==> src/rtl/game_sequencer.sv <==
// Frame-rate game controller: IDLE/PLAY/HIT/OVER sequencing, difficulty ramp, lives and score.
// Decisions are taken only on refresh_tick and appear the cycle after it; there is no backpressure.
module game_sequencer #(
    parameter int LIVES_INIT    = 3,
    parameter int START_SQUARES = 5,
    parameter int MAX_SQUARES   = 16,
    parameter int LEVEL_FRAMES  = 600,
    parameter int HIT_FRAMES    = 60
) (
    input  logic        clk,
    input  logic        reset,
    input  logic        refresh_tick,
    input  logic        btn_start,
    input  logic        collision,
    output logic        run,
    output logic [5:0]  num_squares,
    output logic [1:0]  lives,
    output logic [15:0] score,
    output logic [3:0]  level,
    output logic        flash,
    output logic [1:0]  state
);

    typedef enum logic [1:0] {
        S_IDLE = 2'b00,
        S_PLAY = 2'b01,
        S_HIT  = 2'b10,
        S_OVER = 2'b11
    } state_t;

    state_t      state_q, state_d;
    logic        run_d, flash_d;
    logic [5:0]  num_squares_d;
    logic [1:0]  lives_d;
    logic [15:0] score_d;
    logic [3:0]  level_d;
    logic [15:0] frame_cnt, frame_cnt_d;
    logic [7:0]  hit_cnt, hit_cnt_d;
    logic        btn_prev;
    logic        press;

    assign press = btn_start & ~btn_prev;
    assign state = state_q;

    always_ff @(posedge clk or posedge reset) begin
        if (reset) begin
            state_q     <= S_IDLE;
            run         <= 1'b0;
            num_squares <= 6'(START_SQUARES);
            lives       <= 2'(LIVES_INIT);
            score       <= '0;
            level       <= '0;
            flash       <= 1'b0;
            frame_cnt   <= '0;
            hit_cnt     <= '0;
            btn_prev    <= 1'b0;
        end else if (refresh_tick) begin
            state_q     <= state_d;
            run         <= run_d;
            num_squares <= num_squares_d;
            lives       <= lives_d;
            score       <= score_d;
            level       <= level_d;
            flash       <= flash_d;
            frame_cnt   <= frame_cnt_d;
            hit_cnt     <= hit_cnt_d;
            btn_prev    <= btn_start;
        end
    end

    always_comb begin
        state_d       = state_q;
        run_d         = 1'b0;
        flash_d       = 1'b0;
        num_squares_d = num_squares;
        lives_d       = lives;
        score_d       = score;
        level_d       = level;
        frame_cnt_d   = frame_cnt;
        hit_cnt_d     = hit_cnt;

        case (state_q)
            S_IDLE: begin
                if (press) begin
                    state_d       = S_PLAY;
                    run_d         = 1'b1;
                    lives_d       = 2'(LIVES_INIT);
                    score_d       = '0;
                    level_d       = '0;
                    num_squares_d = 6'(START_SQUARES);
                    frame_cnt_d   = '0;
                end
            end
            S_PLAY: begin
                run_d = 1'b1;
                // A hit wins over a level step landing on the same frame.
                if (collision) begin
                    run_d   = 1'b0;
                    lives_d = lives - 2'd1;
                    if (lives == 2'd1) begin
                        state_d = S_OVER;
                    end else begin
                        state_d   = S_HIT;
                        hit_cnt_d = '0;
                    end
                end else begin
                    if (score != 16'hFFFF)
                        score_d = score + 16'd1;
                    if (frame_cnt == 16'(LEVEL_FRAMES - 1)) begin
                        frame_cnt_d = '0;
                        if (level != 4'd15)
                            level_d = level + 4'd1;
                        if (num_squares < 6'(MAX_SQUARES))
                            num_squares_d = num_squares + 6'd1;
                    end else begin
                        frame_cnt_d = frame_cnt + 16'd1;
                    end
                end
            end
            S_HIT: begin
                flash_d   = hit_cnt[3];
                hit_cnt_d = hit_cnt + 8'd1;
                if (hit_cnt == 8'(HIT_FRAMES - 1)) begin
                    state_d = S_PLAY;
                    run_d   = 1'b1;
                    flash_d = 1'b0;
                end
            end
            S_OVER: begin
                if (press)
                    state_d = S_IDLE;
            end
            default: state_d = S_IDLE;
        endcase
    end

endmodule

==> config.mk <==
export PLATFORM = sky130hd
export DESIGN_NAME = game_sequencer
export DESIGN_NICKNAME = d
export VERILOG_FILES = /design/src/rtl/game_sequencer.sv
export SDC_FILE = /design/constraint.sdc
export NUM_CORES = 1
export LEC_CHECK = 0
export BUFFER_PORTS_ARGS = -buffer_cell sky130_fd_sc_hd__buf_4
export CORE_MARGIN = 1
export CORE_UTILIZATION = 31
export CTS_CLUSTER_DIAMETER = 80
export DETAILED_ROUTE_END_ITERATION = 7
export MAX_ROUTING_LAYER = met4
export PLACE_DENSITY_LB_ADDON = 0.15
export SLEW_MARGIN = 25
export SYNTH_ARGS = -nofsm -noshare
export SYNTH_HDL_FRONTEND = slang
export SYNTH_SLANG_ARGS = --single-unit
==> constraint.sdc <==
create_clock -name clk -period 2.6 [get_ports clk]
set_input_delay 0.26 -clock clk [delete_from_list [all_inputs] [get_ports clk]]
set_output_delay 0.26 -clock clk [all_outputs]
set_load 0.05 [all_outputs]
==> reports/metrics.yaml, run 1 <==
timing:
  finalSetupTns_ns: 0
  post-route-min-period_ns: 2.219
  slew_headroom_pct: 56.37
  period_share_pct: 85.33
  rsz0062_at_grt: "false"
  slew_viol_final: 0
  timing.final.ws_setup_ns: 0.3814
  final.setup_skew_ns: 0.006398
  worst_pin_slew_ns: 0.6453
  fmaxAchievable_mhz: 450.7
  hold_slack_ns: 0.1844
  setup_viol: 0
  hold_violations: 0
synthesis:
  yosysSeqAreaShare_pct: 46.11
  syn_area_mm2: 0.003104
  ys.flop_type: "dfrtp_1"
  syn_inst: 346
  syn_area_per_cell_um2: 8.972
  synthArstFlopShare_pct: 100.0
  synthesis.nets: 357
  yosysWarnings: 0
  yosys_register_bits: 57
  synth_edf_count: 0
  synth_cell_types: 52
finish:
  final_nets: 401
  post-route-util_pct: 39.17
  drive_gt1_share_pct: 20.00
  seq_area_mm2: 0.001431
  multi_input_area_mm2: 0.001570
  diodes: 0
  fillers: 1052
  syn_to_final_growth_pct: 22.77
floorplan:
  ios: 37
  die_h_um: 102.1
  start_util_pct: 31.91
  core_area_mm2: 0.009729
  die_w_um: 102.1
  num_rows: 36
  fp.dieArea_mm2: 0.01042
clock_tree:
  h-tree-depth: 3
  cts_buffer_depth: 2
  cts.root.buffer_cell: "clkbuf_8"
  cts_tree: "yes"
  clock_latency_ns: 0.33
  cts_resized: 0
  clock-sinks: 57
  cts_buffers: 9
  path_clk_slew_ns: 0.07
setup_path:
  r2r_cells: 6
  crit_type: "flop to flop"
  critical_path_required_ns: 2.82
  critical-path-top-delay-family: "simple AND/OR/NAND/NOR gates"
  reg2reg_slack_ns: 0.38
  cp_cell_sequence: "ha_1 -> nor4bb_1 -> nand4_1 -> a21oi_4 -> o21ai_1 -> mux2_2"
  end_kind: "flop"
  crit_path_max_fanout: 14
  cp.arrival_ns: 2.43
  critPathMaxStageDelay_ns: 0.44
  cp-start-kind: "flop"
  cp_slowest_cell: "a21oi_4"
  path_buf_inv: 0
  cp.depth: 6
global_route:
  grt_max_degree: 27
  antenna_found_initial: 0
  grt-ovfl-total: 0
  grt_pass1_vias: 2636
  grt_usage_pct: 16.78
  grt_pass1_wl_mm: 13.21
drt:
  drc: 0
  drt-initial-drc-count: 93
  viasPerCell: 5.163
  wl_per_cell_um: 14.83
  vias: 2726
  dr.pass1.iters: 4
  antenna_left: 0
  wirelength_mm: 7.829
power:
  p_leak_uw: 0.001681
  irDropWorstVdd_v: 0.0004371
  p_total_uw: 3782
  power_density_mw_per_mm2: 992.3
placement:
  hpwl_mm: 5.488
  gp_congestion: 0.7542
  pre_cts_ws_ns: 0.3823
  io_buffers: 36
hold_path:
  holdPathStages: 2
  hp-class: "input pin to flop"
flow_run:
  drv_cap: 0
status:
  status: "completed"
## cell usage after synthesis (all sizes together) (3+ instances only)
| cell type | instances | area (um2) |
|---|---|---|
| a21oi | 19 | 110.1 |
| a22o | 6 | 52.55 |
| and3 | 9 | 56.30 |
| buf | 5 | 23.77 |
| clkbuf | 9 | 33.78 |
| dfrtp | 53 | 1326 |
| dfstp | 4 | 105.1 |
| ha | 6 | 75.07 |
| inv | 12 | 45.04 |
| mux2 | 3 | 37.53 |
| mux2i | 3 | 30.03 |
| nand2 | 31 | 116.4 |
| nand2b | 6 | 37.54 |
| nand3 | 22 | 110.1 |
| nand4 | 15 | 93.84 |
| nor2 | 37 | 138.9 |
| nor2b | 3 | 18.77 |
| nor3 | 6 | 30.03 |
| nor4 | 3 | 18.77 |
| o211ai | 5 | 37.54 |
| o21ai | 42 | 214.0 |
| o31ai | 4 | 35.03 |
| or3 | 3 | 18.77 |
| xnor2 | 3 | 26.28 |
| xor2 | 11 | 96.34 |
## path summary, 6_finish.rpt
path	from	end
min reg2reg	frame_cnt[1]	frame_cnt[1]
min	btn_start	btn_prev
max reg2reg	frame_cnt[0]	level[0]
min in group asynchronous	reset	level[2]
max	frame_cnt[0]	level[0]
max in group asynchronous	reset	score[7]
## cell families after synthesis
logic type | after synthesis | share of synthesized area (%)
AND/OR/NAND/NOR | 146 | 23.66
AO/OA/AOI/OAI | 91 | 18.38
flip-flops | 57 | 46.11
buffers and inverters | 26 | 3.305
XOR/XNOR | 14 | 3.950
multiplexers | 6 | 2.176
adder cells (fa/ha/maj) | 6 | 2.418
## layout by cell type (no fill, tap or decap), drive strengths merged, types with 4 or more instances in the layout
cell / count
dfrtp: 53
buf: 46
o21ai: 42
nor2: 37
nand2: 31
nand3: 22
a21oi: 19
nand4: 15
inv: 12
xor2: 11
clkbuf: 10
and3: 9
nand2b: 6
nor3: 6
a22o: 6
ha: 6
o211ai: 5
dfstp: 4
o31ai: 4
## what timing repair did
action,4_1_cts,5_1_grt
buffers inserted,0,0
hold buffers,1,0
endpoints found under the hold margin,11,0
## registers in the layout, indices dropped and copies added, names as in the netlist, 2 cells and up
signal,count
frame_cnt,16
hit_cnt,8
level,4
lives,2
num_squares,6
score,16
state,2
## metal layers
metal	share of wire [%]	GRT usage, %
met2	45	25.45
met4	1.1	3.297
met1	51	22.82
met5	0	-
met3	2.8	4.104
## metrics by stage
stage	cell area (um2)	std cells
floorplan	3104	346
global placement	3558	511
detailed placement	3558	511
CTS	3811	528
global route	3811	528
finish	3811	528
## power by group
group	switching, uW	leakage (uW)	internal [uW]
clock	366	0.000126	658
sequential	225	0.000751	1080
combinational	948	0.000803	502
total	1540	0.00168	2240
## worst register-to-register path: stages (launching register included)
cell	delay [ns]
dfrtp_1	0.39
ha_1	0.22
nor4bb_1	0.29
nand4_1	0.31
a21oi_4	0.44
o21ai_1	0.15
mux2_2	0.29
## area by class of cell
| cell class | instances | area share (%) |
|---|---|---|
| clock buffer | 10 | 3.611 |
| timing repair buffer | 47 | 9.324 |
| inverter | 12 | 1.182 |
| tap | 133 | 4.366 |
| multi-input combinational | 263 | 41.20 |
| sequential | 57 | 37.56 |
| clock inverter | 6 | 2.758 |
No activity file was read; power rests on OpenSTA's default activity.
==> inputs of run 2 (changes only) <==
Settings changed: CORE_ASPECT_RATIO set to 1.25, CORE_MARGIN 1 to not set.
==> run 2 against run 1 <==
Effect of this change:
- flip-flop and latch count unchanged
- die area about the same
- sequential power about the same
- clock-buffer cell count increased by 4
- clock power increased by 19%
- via count decreased by 1.9%
- sequential share of layout area decreased by 0.51 points
- cell count decreased by 1.7%
- wire length decreased by 1.2%
==> reports/metrics.yaml, run 2 (synthesized netlist as in run 1, its figures left out) <==
drt:
  antenna_left: 0  # unchanged
  viasPerCell: 5.154  # was 5.163
  drc: 0  # unchanged
  wirelength_mm: 7.733  # was 7.829 mm
  drt-initial-drc-count: 158  # was 93
  vias: 2675  # was 2726
  dr.pass1.iters: 4  # unchanged
  wl_per_cell_um: 14.90  # was 14.83 um
timing:
  setup_viol: 0  # unchanged
  worst_pin_slew_ns: 0.6340  # was 0.6453 ns
  slew_viol_final: 0  # unchanged
  fmaxAchievable_mhz: 465.5  # was 450.7 MHz
  rsz0062_at_grt: "false"  # unchanged
  final.setup_skew_ns: 0.006915  # was 0.006398 ns
  post-route-min-period_ns: 2.148  # was 2.219 ns
  hold_violations: 0  # unchanged
  period_share_pct: 82.63  # was 85.33%
  finalSetupTns_ns: 0  # unchanged
  slew_headroom_pct: 57.73  # was 56.37%
clock_tree:
  cts.root.buffer_cell: "clkbuf_16"  # was clkbuf_8
  cts_resized: 0  # unchanged
  cts_buffer_depth: 2  # unchanged
  clock_latency_ns: 0.33  # about the same
  cts_buffers: 9  # unchanged
  path_clk_slew_ns: 0.05  # was 0.07 ns
  h-tree-depth: 3  # unchanged
  cts_tree: "yes"  # unchanged
  post_cts_buffers: 0  # unchanged
  clock-sinks: 57  # unchanged
  cts.hold.buffers_added: 0  # was 1
finish:
  layout.cells.most_common: "dfrtp_1"  # unchanged
  top_regs: "frame_cnt x16, score x16, hit_cnt x8"  # unchanged
  layout_common_cells: "dfrtp_1, buf_4, o21ai_0, nor2_1, nand2_1"  # unchanged
  diodes: 0  # unchanged
  final_nets: 399  # was 401
  drive_gt1_share_pct: 19.34  # was 20.00%
  fin_cells: 519  # was 528
  syn_to_final_growth_pct: 24.47  # was 22.77%
setup_path:
  r2r_cells: 6  # unchanged
  crit_path_max_fanout: 11  # was 14
  cp.arrival_ns: 2.36  # was 2.43 ns
  crit_type: "flop to flop"  # unchanged
  crit_start: "frame_cnt[0]"  # unchanged
  critPathMaxStageDelay_ns: 0.38  # was 0.44 ns
  end_kind: "flop"  # unchanged
  reg2reg_from: "frame_cnt[0]"  # unchanged
  cp-start-kind: "flop"  # unchanged
  endpoint: "level[0]"  # unchanged
  cp_slowest_cell: "dfrtp_1"  # was a21oi_4
  critical_path_required_ns: 2.82  # about the same
  reg2reg_slack_ns: 0.45  # was 0.38 ns
  regToRegEndpoint: "level[0]"  # unchanged
  cp_cell_sequence: "ha_1 -> nor4bb_1 -> nand4_1 -> a21oi_4 -> o21ai_1 -> mux2_2"  # unchanged
global_route:
  grt_max_degree: 33  # was 27
  grt_pass1_vias: 2657  # was 2636
  grt_pass1_wl_mm: 13.21  # about the same
  grt-ovfl-total: 0  # unchanged
  grt_usage_pct: 16.75  # was 16.78%
  antenna_found_initial: 0  # unchanged
floorplan:
  die_h_um: 113.9  # was 102.1 um
  num_rows: 40  # was 36
  ios: 37  # unchanged
  core_area_mm2: 0.009659  # was 0.009729 mm2
  start_util_pct: 32.14  # was 31.91%
  die_w_um: 91.51  # was 102.1 um
  fp.dieArea_mm2: 0.01042  # about the same
placement:
  io_buffers: 36  # unchanged
  gp_congestion: 0.7847  # was 0.7542
  dp.cells: 503  # was 511
  hpwl_mm: 5.508  # was 5.488 mm
status:
  status: "completed"  # unchanged
flow_run:
  drv_cap: 0  # unchanged
power:
  p_leak_uw: 0.001703  # was 0.001681 uW
  power_density_mw_per_mm2: 1028  # was 992.3 mW/mm2
  irDropWorstVdd_v: 0.0005577  # was 0.0004371 V
hold_path:
  hp-class: "input pin to async pin"  # was input pin to flop
## run 2: worst max-delay path: cells and delay by family, from the launching register on
kind                     cells  cell delay, ns
AO/OA/AOI/OAI                2            0.52
adder cells (fa/ha/maj)      1            0.22
flip-flops                   1            0.38
multiplexers                 1            0.29
AND/OR/NAND/NOR              2            0.62
## run 2: how the worst min path moves through the flow
stage | from | to | cells past startpoint
5_1_grt | reset | level[1] | 2
4_1_cts | reset | level[1] | 2
3_3_place_gp | reset | level[3] | 2
3_5_place_dp | reset | level[2] | 2
6_report | reset | level[1] | 2
2_1_floorplan | btn_start | btn_prev | 1
## run 2: layout make-up
| cell class | instances | area (um2) |
|---|---|---|
| well taps | 126 | 157.7 |
| clock inverters | 2 | 35.03 |
| flip-flops and latches | 57 | 1431 |
| inverters | 12 | 45.04 |
| clock buffers | 14 | 274.0 |
| fillers | 991 | 5796 |
| repair buffers | 45 | 350.3 |
| multi-input cells | 263 | 1570 |
## run 2: routing by layer
layer / track usage [%] / vias to the layer above / routed length (um)
met5: - / - / 0
met4: 9.841 / 0 / 191
met3: 2.267 / 15 / 209
met2: 26.52 / 45 / 3707
met1: 20.43 / 1281 / 3625
li1: - / 1334 / -
## run 2: stage by stage
step                      hold WS, ns  instance area, um2  total power, uW  util, %  setup slack (ns)
after floorplan                0.4117                3104             2344        -            0.3509
after global placement         0.3830                3555             2776    36.80            0.5419
after detailed placement       0.3858                3555             2788    36.80            0.4643
after CTS                     0.03049                3864             4031    40.00            0.4419
after global routing          0.07350                3864             4217    40.00            0.2838
final                        0.005311                3864             3970    40.00            0.4516
## run 2: where the power goes
part           total [uW]  switching (uW)  internal (uW)
registers            1300             212           1080
clock network        1210             392            817
logic                1460             962            502
total                3970            1570           2400
